[config.mk]
export PLATFORM = sky130hd
export DESIGN_NAME = pmu_counter_bank
export DESIGN_NICKNAME = d
export VERILOG_FILES = /design/src/rtl/pmu_counter_bank.sv
export SDC_FILE = /design/constraint.sdc
export NUM_CORES = 1
export LEC_CHECK = 0
export CORE_AREA = 4 4 241 243
export CTS_CLUSTER_SIZE = 20
export DETAILED_ROUTE_END_ITERATION = 6
export DIE_AREA = 0 0 245 247
export GPL_TIMING_DRIVEN = 0
export HOLD_SLACK_MARGIN = 0.08
export PLACE_DENSITY = 0.6
export SLEW_MARGIN = 25
export SYNTH_ARGS = -nofsm -noshare
export SYNTH_HDL_FRONTEND = slang
export SYNTH_SLANG_ARGS = --single-unit
[constraint.sdc]
create_clock -name clk_i -period 2.9 [get_ports clk_i]
set_input_delay 0.87 -clock clk_i [delete_from_list [all_inputs] [get_ports clk_i]]
set_output_delay 0.87 -clock clk_i [all_outputs]
set_load 0.01 [all_outputs]
[src/rtl/pmu_counter_bank.sv]
// Bank of event counters with config preload, sticky wrap flags and a held,
// maskable overflow interrupt. Events are registered once before counting.
module pmu_counter_bank #(
   parameter int REG_WIDTH  = 32,
   parameter int N_COUNTERS = 9
) (
   input  logic                                   clk_i,
   input  logic                                   rstn_i,
   input  logic                                   softrst_i,
   input  logic                                   en_i,
   input  logic [N_COUNTERS-1:0]                  events_i,
   input  logic [N_COUNTERS-1:0]                  we_i,
   input  logic [N_COUNTERS-1:0][REG_WIDTH-1:0]   wdata_i,
   input  logic [N_COUNTERS-1:0]                  overflow_mask_i,
   output logic [N_COUNTERS-1:0][REG_WIDTH-1:0]   counter_value_o,
   output logic [N_COUNTERS-1:0]                  overflow_o,
   output logic                                   intr_overflow_o
);

   logic [N_COUNTERS-1:0]                r_ev_q;
   logic [N_COUNTERS-1:0][REG_WIDTH-1:0] r_cnt;
   logic [N_COUNTERS-1:0]                r_ovf;
   logic                                 r_intr_hold;
   logic [REG_WIDTH:0]                   w_inc [N_COUNTERS];
   logic                                 w_intr_raw;

   // Modulo increment; the extra top bit is the wrap carry.
   function automatic logic [REG_WIDTH:0] inc_wrap(input logic [REG_WIDTH-1:0] v);
      return {1'b0, v} + {{REG_WIDTH{1'b0}}, 1'b1};
   endfunction

   always_comb begin
      for (int n = 0; n < N_COUNTERS; n++) begin
         w_inc[n] = inc_wrap(r_cnt[n]);
      end
   end

   // Input stage: not gated by en_i so a strobe is never half-captured.
   always_ff @(posedge clk_i or negedge rstn_i) begin
      if (!rstn_i) begin
         r_ev_q <= '0;
      end else if (softrst_i) begin
         r_ev_q <= '0;
      end else begin
         r_ev_q <= events_i;
      end
   end

   // Count stage: write beats a pending event; the wrap sets the sticky flag.
   always_ff @(posedge clk_i or negedge rstn_i) begin
      if (!rstn_i) begin
         r_cnt <= '0;
         r_ovf <= '0;
      end else if (softrst_i) begin
         r_cnt <= '0;
         r_ovf <= '0;
      end else begin
         for (int n = 0; n < N_COUNTERS; n++) begin
            if (we_i[n]) begin
               r_cnt[n] <= wdata_i[n];
            end else if (en_i && r_ev_q[n]) begin
               r_cnt[n] <= w_inc[n][REG_WIDTH-1:0];
               if (w_inc[n][REG_WIDTH]) begin
                  r_ovf[n] <= 1'b1;
               end
            end
         end
      end
   end

   assign w_intr_raw = |(r_ovf & overflow_mask_i);

   // The hold keeps the interrupt up even if software later clears the mask.
   always_ff @(posedge clk_i or negedge rstn_i) begin
      if (!rstn_i) begin
         r_intr_hold <= 1'b0;
      end else if (softrst_i) begin
         r_intr_hold <= 1'b0;
      end else if (w_intr_raw) begin
         r_intr_hold <= 1'b1;
      end
   end

   assign counter_value_o = r_cnt;
   assign overflow_o      = r_ovf;
   assign intr_overflow_o = w_intr_raw | r_intr_hold;

endmodule

# ---- Yosys cells after proc, flatten, opt, wreduce, memory -nomap -nowiden
# Cells that the tools add are included.
dict set report totals {
  elab_cells 137
  ff_bits 307
  out_inout_bits 298
  input_bits 319
}
dict set report classes {
  n_mux 50
  n_addsub 9
  n_reduce_logical 47
  bitwise 2
  n_eq_ne 9
}
# operator count
set op_table {}
lappend op_table {{2-to-1 mux 32 bit} 18}
lappend op_table {{adder 32 x 1 -> 33 bit, second input constant} 9}
lappend op_table {{2-to-1 mux 288 bit} 1}
lappend op_table {{nonzero test 2 bit} 19}
lappend op_table {{2-to-1 mux 1 bit} 29}
lappend op_table {{AND reduction 3 bit} 9}
lappend op_table {{nonzero test 3 bit} 9}
lappend op_table {{2-to-1 mux 9 bit} 2}
lappend op_table {{!= test 2 bit, second input constant} 9}
lappend op_table {{AND 9 bit} 1}
lappend op_table {{logical AND 1 bit} 9}
lappend op_table {{OR reduction 9 bit} 1}
lappend op_table {{OR 1 bit} 1}

# ---- Longest topological paths before layout
# Gate-level depths: netlist of run 1.
dict set report depth {
  depth_word 5
  ltp_mapped 9
  depth_no_buf 6
}

# ---- Least setup slack after synthesis of run 1
# No wires, ideal clock.
dict set report synth_path {
  path_type {input -> register}
  startpoint {in en_i}
  endpoint {reg r_cnt, in the netlist counter_value_o[222]}
  n_path_buf 3
  stages 8
  required_time_ns 2.806
  setup_ns 0.094
  t_arrival_ns 2.399
  path_slack_ns 0.408
  path_cell_list {buf_2 -> nand2_1 -> buf_2 -> nor4_1 -> clkbuf_1 -> nand4_1 -> xor2_1 -> a211oi_1}
}
dict set report synth_via {
  elab_chain_len 2
}
# element line
set synth_lines {}
lappend synth_lines {{start, declared} 10} ;# input logic en_i,
lappend synth_lines {{logical AND 1 bit} 61} ;# end else if (en_i && r_ev_q[n]) begin
lappend synth_lines {{nonzero test 3 bit (no source line)} --}
lappend synth_lines {{end signal, assigned by index} 60} ;# r_cnt[n] <= wdata_i[n];
lappend synth_lines {{end signal, assigned by index} 62} ;# r_cnt[n] <= w_inc[n][REG_WIDTH-1:0];
lappend synth_lines {{end, declared} 21} ;# logic [N_COUNTERS-1:0][REG_WIDTH-1:0] r_cnt;
# No other way between the ends.
# A chain may end at the register's enable or synchronous reset.

# ---- Worst setup path in the final report of run 1
dict set report layout_path {
  startpoint {in en_i}
  endpoint {reg r_cnt, in the netlist counter_value_o[29]}
}
# The elaborated chain is that of the path after synthesis.

==> results.py, run 1 <==
metrics = {
    "synthesis": {
        "synth_top_family_by_area": "simple AND/OR/NAND/NOR gates",
        "synthMuxAreaShare": 0.0162,
        "synth-compound-area-share": 0.133,
        "synth_area_leaders": "dfrtp_1, xor2_1, nor2_1",
        "yosysTopAreaCellShare": 0.429,
        "syn_nets": 2377,
        "synth-xor-area-share": 0.113,
        "synth_ff_type": "dfrtp_1",
        "synth_fa_ha_area_frac": 0.00630,
        "syn_area_um2": 17900,
        "yosys_warnings": 0,
        "synthCells": 2049,
        "syn_area_per_cell_um2": 8.73,
        "synth_seq_cells": 307,
        "synth_edf_count": 0,
        "synth-simple-area-share": 0.271,
        "synth-seq-area-share": 0.429,
        "synthArstFlopShare": 1.00,
        "yosys.area.top_type": "dfrtp_1",
        "ys_types": 64,
    },
    "timing": {
        "holdWs_ns": 0.181,
        "setup_slack_ns": 0.0750,
        "finalSetupTns_ns": 0,
        "hold_viol": 0,
        "setup_viol": 0,
        "grt_setup_unrepaired": "true",
        "worst_slew_pin_slew_ns": 1.06,
        "timing.final.crit_share": 0.974,
        "final-max-slew-violation-count": 0,
        "max_freq_ghz": 0.354,
        "finClkSkew_ns": 0.0233,
        "fin_crit_ns": 2.83,
        "slew_headroom": 0.287,
    },
    "place": {
        "io_buffers": 615,
        "pre_cts_slack_ns": -1.87,
        "place_area_um2": 25100,
        "gp_congestion": 0.921,
        "placed_cells": 3424,
        "dpl.hpwl_um": 65200,
    },
    "setup_path": {
        "max_stage_delay_ns": 0.60,
        "path_cells": "clkdlybuf4s50_1 -> buf_8 -> nand2_1 -> nor3_4 -> nand4_1 -> or3_1 -> a311oi_1",
        "r2r_setup_slack_ns": 0.15,
        "cp-endpoint": "counter_value_o[29]$_DFFE_PN0P_",
        "worstReg2RegStart": "overflow_o[2]$_DFFE_PN0P_",
        "required_ns": 3.34,
        "path_class": "input pin to flop",
        "slowest_stage": "clkdlybuf4s50_1",
        "cp.arrival_ns": 3.27,
        "crit_fanout": 10,
        "crit_path_start": "en_i",
        "start_kind": "input pin",
        "worstRegToRegCells": 15,
        "r2r_end": "r_intr_hold$_DFFE_PN0P_",
        "crit_path_end_kind": "flop",
    },
    "routing": {
        "num_vias": 19351,
        "dr.pass1.iters": 6,
        "wl_per_cell_um": 23.9,
        "drcViolationCount": 0,
        "wl_um": 84100,
        "drt-initial-drc-count": 1454,
        "postRouteAntennaNets": 0,
        "vias_per_cell": 5.49,
    },
    "pwr": {
        "p_leak_nw": 10.4,
        "power_mw": 12.3,
        "power_density_nw_per_um2": 456,
        "peakVddDrop_uv": 346,
    },
    "grt": {
        "antenna_found_initial": 19,
        "grt_busiest_layer": "met2",
        "grt_max_degree": 87,
        "grt_pass1_wl_um": 125000,
        "use_met2": 0.456,
        "use_met1": 0.333,
        "grt_usage": 0.269,
        "grt.overflow.total": 0,
        "grt_pass1_vias": 19657,
        "grtUsageMet3": 0.0738,
    },
    "status": {
        "outcome": "finished clean",
    },
    "finish": {
        "syn_to_final_growth_pct": 50.3,
        "drive_above_1_share": 0.0558,
        "fin_util": 0.480,
        "final_common_cell": "clkdlybuf4s50_1",
        "final_cell_mix": "clkdlybuf4s50_1, nor2_1, dfrtp_1",
        "nets": 3058,
        "stdcell_area_um2": 26900,
        "final_cells": 3524,
    },
    "clock_network": {
        "cts_max_path_buffers": 3,
        "cts_tree": "yes",
        "clk_latency_ns": 0.57,
        "clk_pin_slew_ns": 0.06,
        "clock_sinks": 307,
        "root_buffer": "clkbuf_16",
        "cts_buffers": 40,
        "htreeDepth": 2,
    },
    "die": {
        "die_w_um": 245,
        "initial_utilization": 0.320,
        "die_h_um": 247,
        "die_area_um2": 60500,
        "core_um2": 56000,
        "rows": 87,
        "io_pins": 617,
    },
    "flow_run": {
        "maxCapViolCount": 0,
    },
    "worst_hold_path": {
        "hold_class": "input pin to asynchronous set/reset pin",
    },
}
==> worst min path at each step <==
stage / start / to
floorplan: overflow_o[7]$_DFFE_PN0P_ / overflow_o[7]$_DFFE_PN0P_
CTS: rstn_i / counter_value_o[174]$_DFFE_PN0P_
global placement: counter_value_o[190]$_DFFE_PN0P_ / counter_value_o[190]$_DFFE_PN0P_
finish: rstn_i / counter_value_o[156]$_DFFE_PN0P_
detailed placement: counter_value_o[119]$_DFFE_PN0P_ / counter_value_o[119]$_DFFE_PN0P_
global route: rstn_i / counter_value_o[156]$_DFFE_PN0P_
==> critical path, delay by kind of cell <==
family	cells	cell delay [ns]
simple gates	4	1.28
buf+inv	2	0.82
compound gates	1	0.28
==> synth_stat cells, drive strengths merged, types with 3 or more instances <==
library cell,n
o21ai,32
and3,40
xor2,158
dfrtp,307
nor2,312
a211oi,144
o211ai,13
a221oi,4
o31ai,4
xnor2,73
o21a,8
inv,35
a22oi,5
buf,19
nand4,113
nor3,42
or3,17
nand3,137
or4,8
mux2i,29
nand2,193
and2,14
a311oi,17
clkbuf,90
o211a,7
nor4,51
ha,9
a32oi,4
a32o,5
nor2b,14
o22ai,3
a21oi,78
a31oi,5
nor4b,4
and4,24
==> power by group <==
group	internal (mW)	leakage (nW)	total [mW]	switching, mW
sequential	4.54	4.03	4.91	0.375
combinational	1.13	5.71	2.19	1.05
clock	3.11	0.670	5.16	2.05
total	8.78	10.4	12.3	3.48
==> routing by layer <==
| metal | part of all wire | vias up |
|---|---|---|
| li1 | - | 8820 |
| met1 | 0.40 | 9618 |
| met2 | 0.49 | 748 |
| met3 | 0.080 | 149 |
| met4 | 0.030 | 16 |
| met5 | 0.0014 | - |
==> flip-flops by register name, indices dropped and copies added (netlist names) <==
signal           count
counter_value_o    288
overflow_o           9
r_ev_q               9
r_intr_hold          1
==> final cells by class <==
class	count	area, µm²
diodes	9	22.5
flip-flops and latches	307	7680
plain buffers	109	495
clock inverters	7	73.8
well taps	756	946
multi-input cells	1597	9830
fillers	5466	29100
clock buffers	64	1280
repair buffers	639	6410
inverters	36	135
==> cells by family (layout without fill, tap and decap cells) <==
group                      after synthesis  count (layout)
and+or+nand+nor                        983             983
AOI/OAI and AO/OA                      345             345
DFF                                    307             307
xor gates and xnor gates               231             231
buffers and inverters                  145             855
muxes                                   29              29
adders and majority gates                9               9
other                                    0               9
==> repair_timing <==
| item | in CTS | in global routing |
|---|---|---|
| buffers inserted | 17 | 3 |
| pin swaps | 6 | 3 |
| resized for setup | 59 | 12 |
| endpoints found under the hold margin | 0 | 0 |
| hold buffers | 0 | 0 |
| setup endpoints to repair | 277 | 43 |
(Power assumes the default switching activity.)
==> inputs of run 2 (changes only) <==
--- a/config.mk
+++ b/config.mk
@@ -5,13 +5,13 @@
 export SDC_FILE = /design/constraint.sdc
 export NUM_CORES = 1
 export LEC_CHECK = 0
-export CORE_AREA = 4 4 241 243
+export CORE_AREA = 4 4 238 240
 export CTS_CLUSTER_SIZE = 20
 export DETAILED_ROUTE_END_ITERATION = 6
-export DIE_AREA = 0 0 245 247
+export DIE_AREA = 0 0 242 244
 export GPL_TIMING_DRIVEN = 0
 export HOLD_SLACK_MARGIN = 0.08
-export PLACE_DENSITY = 0.6
+export PLACE_DENSITY = 0.63
 export SLEW_MARGIN = 25
 export SYNTH_ARGS = -nofsm -noshare
 export SYNTH_HDL_FRONTEND = slang
==> constraint.sdc (replaced) <==
create_clock -name clk_i -period 2.4 [get_ports clk_i]
set_input_delay 0.72 -clock clk_i [delete_from_list [all_inputs] [get_ports clk_i]]
set_output_delay 0.72 -clock clk_i [all_outputs]
set_load 0.01 [all_outputs]
==> run 2 against run 1 <==
The flow now finishes with violations (negative setup slack). Final cell count down 1.2%. Total power grew 22%. Non-clock buffer count is 6 higher. Count of clock-buffer cells in the layout is 7 lower. Die area down 2.4%. Critical path depth decreased by 3. Worst setup slack worse by 0.30 ns. Combinational power up 21%. Critical endpoint is now intr_overflow_o.
==> results.py, run 2 (synthesis results as in run 1) <==
metrics = {
    "status": {
        "outcome": "finished with violations",
        "failed_checks": "negative setup slack",
    },
    "routing": {
        "drcViolationCount": 0,
        "drt-initial-drc-count": 1441,
        "dr.pass1.iters": 6,
        "wl_um": 83900,
        "wl_per_cell_um": 24.1,
        "postRouteAntennaNets": 0,
        "num_vias": 19435,
        "vias_per_cell": 5.58,
    },
    "finish": {
        "final_cells": 3482,
        "final_cell_mix": "clkdlybuf4s50_1, nor2_1, dfrtp_1",
        "final_common_cell": "clkdlybuf4s50_1",
        "multiInputGateArea_um2": 9980,
        "drive_above_1_share": 0.0749,
        "syn_to_final_growth_pct": 51.5,
        "register_area_um2": 7710,
        "nets": 3063,
        "largest_register_ff_count": 288,
        "n_fill_cell": 5108,
        "fin_util": 0.496,
    },
    "timing": {
        "max_freq_ghz": 0.381,
        "slew_headroom": 0.359,
        "setup_slack_ns": -0.224,
        "setup_viol": 1,
        "worst_slew_pin_slew_ns": 0.961,
        "fin_crit_ns": 2.62,
        "final-max-slew-violation-count": 0,
        "hold_viol": 0,
        "finClkSkew_ns": 0.0179,
        "grt_setup_unrepaired": "true",
        "timing.final.crit_share": 1.09,
    },
    "grt": {
        "grt_pass1_wl_um": 125000,
        "grt_pass1_vias": 19436,
        "grt_max_degree": 83,
        "grt.overflow.total": 0,
        "antenna_found_initial": 17,
        "grt_usage": 0.273,
    },
    "die": {
        "io_pins": 617,
        "rows": 86,
        "initial_utilization": 0.327,
        "die_w_um": 242,
        "die_area_um2": 59000,
        "core_um2": 54700,
        "die_h_um": 244,
    },
    "setup_path": {
        "crit_fanout": 2,
        "r2r_end": "r_intr_hold$_DFFE_PN0P_",
        "r2r_setup_slack_ns": 0.10,
        "worstReg2RegStart": "overflow_o[2]$_DFFE_PN0P_",
        "worstRegToRegCells": 12,
        "crit_path_end_kind": "primary output",
        "start_kind": "flop",
        "required_ns": 1.68,
        "path_class": "flop to primary output",
        "cp.arrival_ns": 1.90,
    },
    "pwr": {
        "p_leak_nw": 10.8,
        "peakVddDrop_uv": 424,
        "power_density_nw_per_um2": 551,
        "power_mw": 14.9,
    },
    "clock_network": {
        "root_buffer": "clkbuf_16",
        "clk_latency_ns": 0.56,
        "clock_sinks": 307,
        "cts_max_path_buffers": 3,
        "htreeDepth": 2,
        "cts_tree": "yes",
        "clk_pin_slew_ns": 0.05,
        "cts_buffers": 39,
    },
    "place": {
        "io_buffers": 615,
        "dpl.hpwl_um": 64800,
        "placed_cells": 3372,
        "gp_congestion": 0.943,
    },
    "worst_hold_path": {
        "hold_start": "counter_value_o[190]$_DFFE_PN0P_",
        "hold_depth": 1,
        "worstHoldEndpoint": "counter_value_o[190]$_DFFE_PN0P_",
        "hold_class": "flop to flop",
    },
    "flow_run": {
        "maxCapViolCount": 0,
    },
}
[run 2: cell types whose count changed in the layout (fill, tap and decap cells not counted), moves of 6 or more]
cell and change:
buf_6 +6, clkbuf_1 -8, clkbuf_8 -6, clkdlybuf4s50_1 -32, dfrtp_1 -26, dfrtp_2 +26
diode_2 +6, dlygate4sd2_1 +20, dlymetal6s2s_1 +11, nor4_1 -7
[run 2: worst max-delay path by stage]
stage                                   start                                to  slack, ns  cells after the start
floorplan                                en_i  counter_value_o[222]$_DFFE_PN0P_       0.06                      8
global placement                       rstn_i  counter_value_o[205]$_DFFE_PN0P_     -13.71                      1
detailed placement                  softrst_i  counter_value_o[253]$_DFFE_PN0P_      -2.12                      5
CTS                 overflow_o[2]$_DFFE_PN0P_                   intr_overflow_o      -0.27                      4
global route        overflow_o[2]$_DFFE_PN0P_                   intr_overflow_o      -0.28                      4
finish              overflow_o[2]$_DFFE_PN0P_                   intr_overflow_o      -0.22                      4
[run 2: through the flow]
step / instance area (µm²) / worst slack [ns] / hold slack [ns] / TNS, ns
after floorplan: 17900 / 0.0576 / 0.424 / 0
after global placement: 24900 / -13.71 / 0.540 / -4668.62
after detailed placement: 25000 / -2.12 / 0.546 / -477.63
after CTS: 26900 / -0.275 / 0.554 / -0.282
after global routing: 27100 / -0.280 / 0.574 / -0.288
final: 27100 / -0.224 / 0.553 / -0.224
[run 2: cell type report]
| class | instances | area share |
|---|---|---|
| multi-input combinational | 1597 | 0.368 |
| inverter | 36 | 0.00498 |
| buffer | 106 | 0.0177 |
| clock inverter | 12 | 0.00623 |
| sequential | 307 | 0.285 |
| tap | 704 | 0.0325 |
| timing repair buffer | 648 | 0.240 |
| antenna | 15 | 0.00138 |
| clock buffer | 57 | 0.0441 |
[run 2: repair_timing]
| item | in CTS | in global routing |
|---|---|---|
| hold buffers | 1 | 0 |
| hold endpoints to repair | 23 | 0 |
| buffers inserted | 20 | 12 |
| setup endpoints to repair | 333 | 99 |
| gates resized for setup | 121 | 52 |
| pin swaps | 8 | 11 |
[run 2: routing by layer]
layer,share of wire,vias to the layer above,global-route usage
met5,0.00068,-,0
met4,0.029,8,0.0806
met3,0.083,146,0.0771
met2,0.48,855,0.456
met1,0.41,9592,0.345
li1,-,8834,-
[run 2: report_power, final]
| group | switching (mW) | internal (mW) | total [mW] |
|---|---|---|---|
| clock network | 2.46 | 3.88 | 6.35 |
| registers | 0.462 | 5.49 | 5.95 |
| logic | 1.28 | 1.36 | 2.64 |
[run 2: critical path, stage by stage, from the launching register on]
cell      delay (ns)
dfrtp_2         0.45
a22o_4          0.32
a221oi_4        0.27
nand4_1         0.15
buf_2           0.16
==> inputs of run 3 (changes only) <==
--- a/config.mk
+++ b/config.mk
@@ -5,13 +5,15 @@
 export SDC_FILE = /design/constraint.sdc
 export NUM_CORES = 1
 export LEC_CHECK = 0
-export CORE_AREA = 4 4 238 240
+export CELL_PAD_IN_SITES_DETAIL_PLACEMENT = 1
+export CELL_PAD_IN_SITES_GLOBAL_PLACEMENT = 1
+export CORE_MARGIN = 4
+export CORE_UTILIZATION = 30
 export CTS_CLUSTER_SIZE = 20
 export DETAILED_ROUTE_END_ITERATION = 6
-export DIE_AREA = 0 0 242 244
 export GPL_TIMING_DRIVEN = 0
 export HOLD_SLACK_MARGIN = 0.08
-export PLACE_DENSITY = 0.63
+export PLACE_DENSITY = 0.77
 export SLEW_MARGIN = 25
 export SYNTH_ARGS = -nofsm -noshare
 export SYNTH_HDL_FRONTEND = slang
==> run 3 against run 2 <==
Die area rose by 7.7%. Critical path type unchanged. Maximum frequency rose by 1.3%. Worst hold slack got worse by 0.45 ns. Sequential cell count did not move. Non-clock buffer count fell by 4. The flow still finishes with violations (negative setup slack). Via count rose by 1.2%. Largest cell class unchanged. Sequential power barely moved. Count of clock-buffer cells in the layout rose by 1. Worst setup slack improved by 0.033 ns. Sequential share of layout area barely moved. Design area barely moved.
==> results.py, run 3 (synthesis results as in run 1) <==
metrics = {
    "clock_network": {
        "htreeDepth": 2,
        "clk_latency_ns": 0.56,
        "root_buffer": "clkbuf_16",
        "ctsHoldBuffers": 0,
        "cts_buffers": 41,
        "clock_sinks": 307,
        "cts_max_path_buffers": 3,
        "cts_tree": "yes",
        "clk_pin_slew_ns": 0.05,
    },
    "timing": {
        "timing.final.crit_share": 1.08,
        "setup_slack_ns": -0.191,
        "finalSetupTns_ns": -0.191,
        "finClkSkew_ns": 0.0156,
        "setup_viol": 1,
        "fin_crit_ns": 2.59,
        "worst_slew_pin_slew_ns": 0.911,
        "holdWs_ns": 0.101,
        "final-max-slew-violation-count": 0,
        "grt_setup_unrepaired": "true",
        "slew_headroom": 0.392,
        "max_freq_ghz": 0.386,
        "hold_viol": 0,
    },
    "die": {
        "die_w_um": 252,
        "initial_utilization": 0.303,
        "io_pins": 617,
        "rows": 89,
        "die_area_um2": 63600,
        "core_um2": 59000,
        "die_h_um": 252,
    },
    "grt": {
        "grt_usage": 0.275,
        "grt_pass1_wl_um": 135000,
        "grt_max_degree": 86,
        "grt_pass1_vias": 21094,
        "antenna_found_initial": 21,
        "grt.overflow.total": 0,
    },
    "routing": {
        "met3_length_um": 6500,
        "wl_um": 91100,
        "num_vias": 19666,
        "top_layer": "met5",
        "wl_met2_um": 44900,
        "drt-initial-drc-count": 1096,
        "vias_per_cell": 5.54,
        "dr.pass1.iters": 5,
        "drcViolationCount": 0,
        "wl_per_cell_um": 25.7,
        "wl_met1_um": 36400,
        "postRouteAntennaNets": 0,
    },
    "pwr": {
        "p_leak_nw": 10.9,
        "power_mw": 14.8,
        "power_density_nw_per_um2": 545,
        "peakVddDrop_uv": 476,
    },
    "status": {
        "failed_checks": "negative setup slack",
        "outcome": "finished with violations",
    },
    "worst_hold_path": {
        "hold_class": "input pin to asynchronous set/reset pin",
    },
    "finish": {
        "nets": 3061,
        "n_fill_cell": 6830,
        "largest_register_ff_count": 288,
        "final_cells": 3548,
        "fin_util": 0.459,
        "stdcell_area_um2": 27100,
        "final_common_cell": "clkdlybuf4s50_1",
        "final_cell_mix": "clkdlybuf4s50_1, nor2_1, dfrtp_1",
        "syn_to_final_growth_pct": 51.5,
        "drive_above_1_share": 0.0743,
    },
    "setup_path": {
        "start_kind": "flop",
        "worstRegToRegCells": 6,
        "r2r_setup_slack_ns": 0.11,
        "slowest_stage": "dfrtp_1",
        "crit_fanout": 3,
        "required_ns": 1.68,
        "path_class": "flop to primary output",
        "crit_path_start": "overflow_o[7]$_DFFE_PN0P_",
        "worstReg2RegStart": "counter_value_o[98]$_DFFE_PN0P_",
        "cp.arrival_ns": 1.87,
        "r2r_end": "counter_value_o[123]$_DFFE_PN0P_",
        "cp-endpoint": "intr_overflow_o",
        "path_cells": "a22o_4 -> a221oi_2 -> nand4_1 -> buf_2",
        "max_stage_delay_ns": 0.45,
        "crit_path_end_kind": "primary output",
    },
    "place": {
        "placed_cells": 3440,
        "io_buffers": 615,
        "dpl.hpwl_um": 69600,
        "pre_cts_slack_ns": -2.16,
        "place_area_um2": 25100,
        "gp_congestion": 0.922,
    },
    "flow_run": {
        "maxCapViolCount": 0,
    },
}
## run 3: final cells by class
class | count | area, µm² | area share
tap | 773 | 967 | 0.0357
antenna | 16 | 40.0 | 0.00148
timing repair buffer | 646 | 6470 | 0.239
clock buffer | 58 | 1230 | 0.0455
multi-input combinational | 1597 | 9970 | 0.368
clock inverter | 11 | 91.3 | 0.00337
sequential | 307 | 7710 | 0.285
inverter | 36 | 135 | 0.00499
buffer | 104 | 485 | 0.0179
## run 3: critical path: cells and delay by family (launching register included)
| kind | cells | cell delay [ns] |
|---|---|---|
| AOI/OAI and AO/OA | 2 | 0.52 |
| DFF | 1 | 0.45 |
| buffers and inverters | 1 | 0.18 |
| and+or+nand+nor | 1 | 0.16 |
## run 3: what timing repair did
item	CTS	global route
setup endpoints to repair	341	136
cloned	0	0
buffers inserted	18	14
pin swaps	6	7
gates resized for setup	121	62
hold endpoints to repair	0	0
## run 3: where the power goes
part	total (mW)	switching [mW]	internal, mW
logic	2.67	1.32	1.35
clock network	6.13	2.47	3.66
registers	5.96	0.471	5.49
total	14.8	4.26	10.5
## run 3: worst min path at each step
stage / from / to / slack (ns) / cells past startpoint
global placement: counter_value_o[190]$_DFFE_PN0P_ / counter_value_o[190]$_DFFE_PN0P_ / 0.54 / 1
global route: rstn_i / counter_value_o[101]$_DFFE_PN0P_ / 0.12 / 1
detailed placement: counter_value_o[190]$_DFFE_PN0P_ / counter_value_o[190]$_DFFE_PN0P_ / 0.54 / 1
CTS: rstn_i / counter_value_o[2]$_DFFE_PN0P_ / 0.09 / 1
floorplan: rstn_i / counter_value_o[0]$_DFFE_PN0P_ / 0.42 / 0
finish: rstn_i / counter_value_o[99]$_DFFE_PN0P_ / 0.10 / 1
## run 3: routing by layer
metal / track usage / up-vias
li1: - / 8840
met1: 0.338 / 9944
met2: 0.470 / 700
met3: 0.0683 / 172
met4: 0.102 / 10
met5: 0 / -
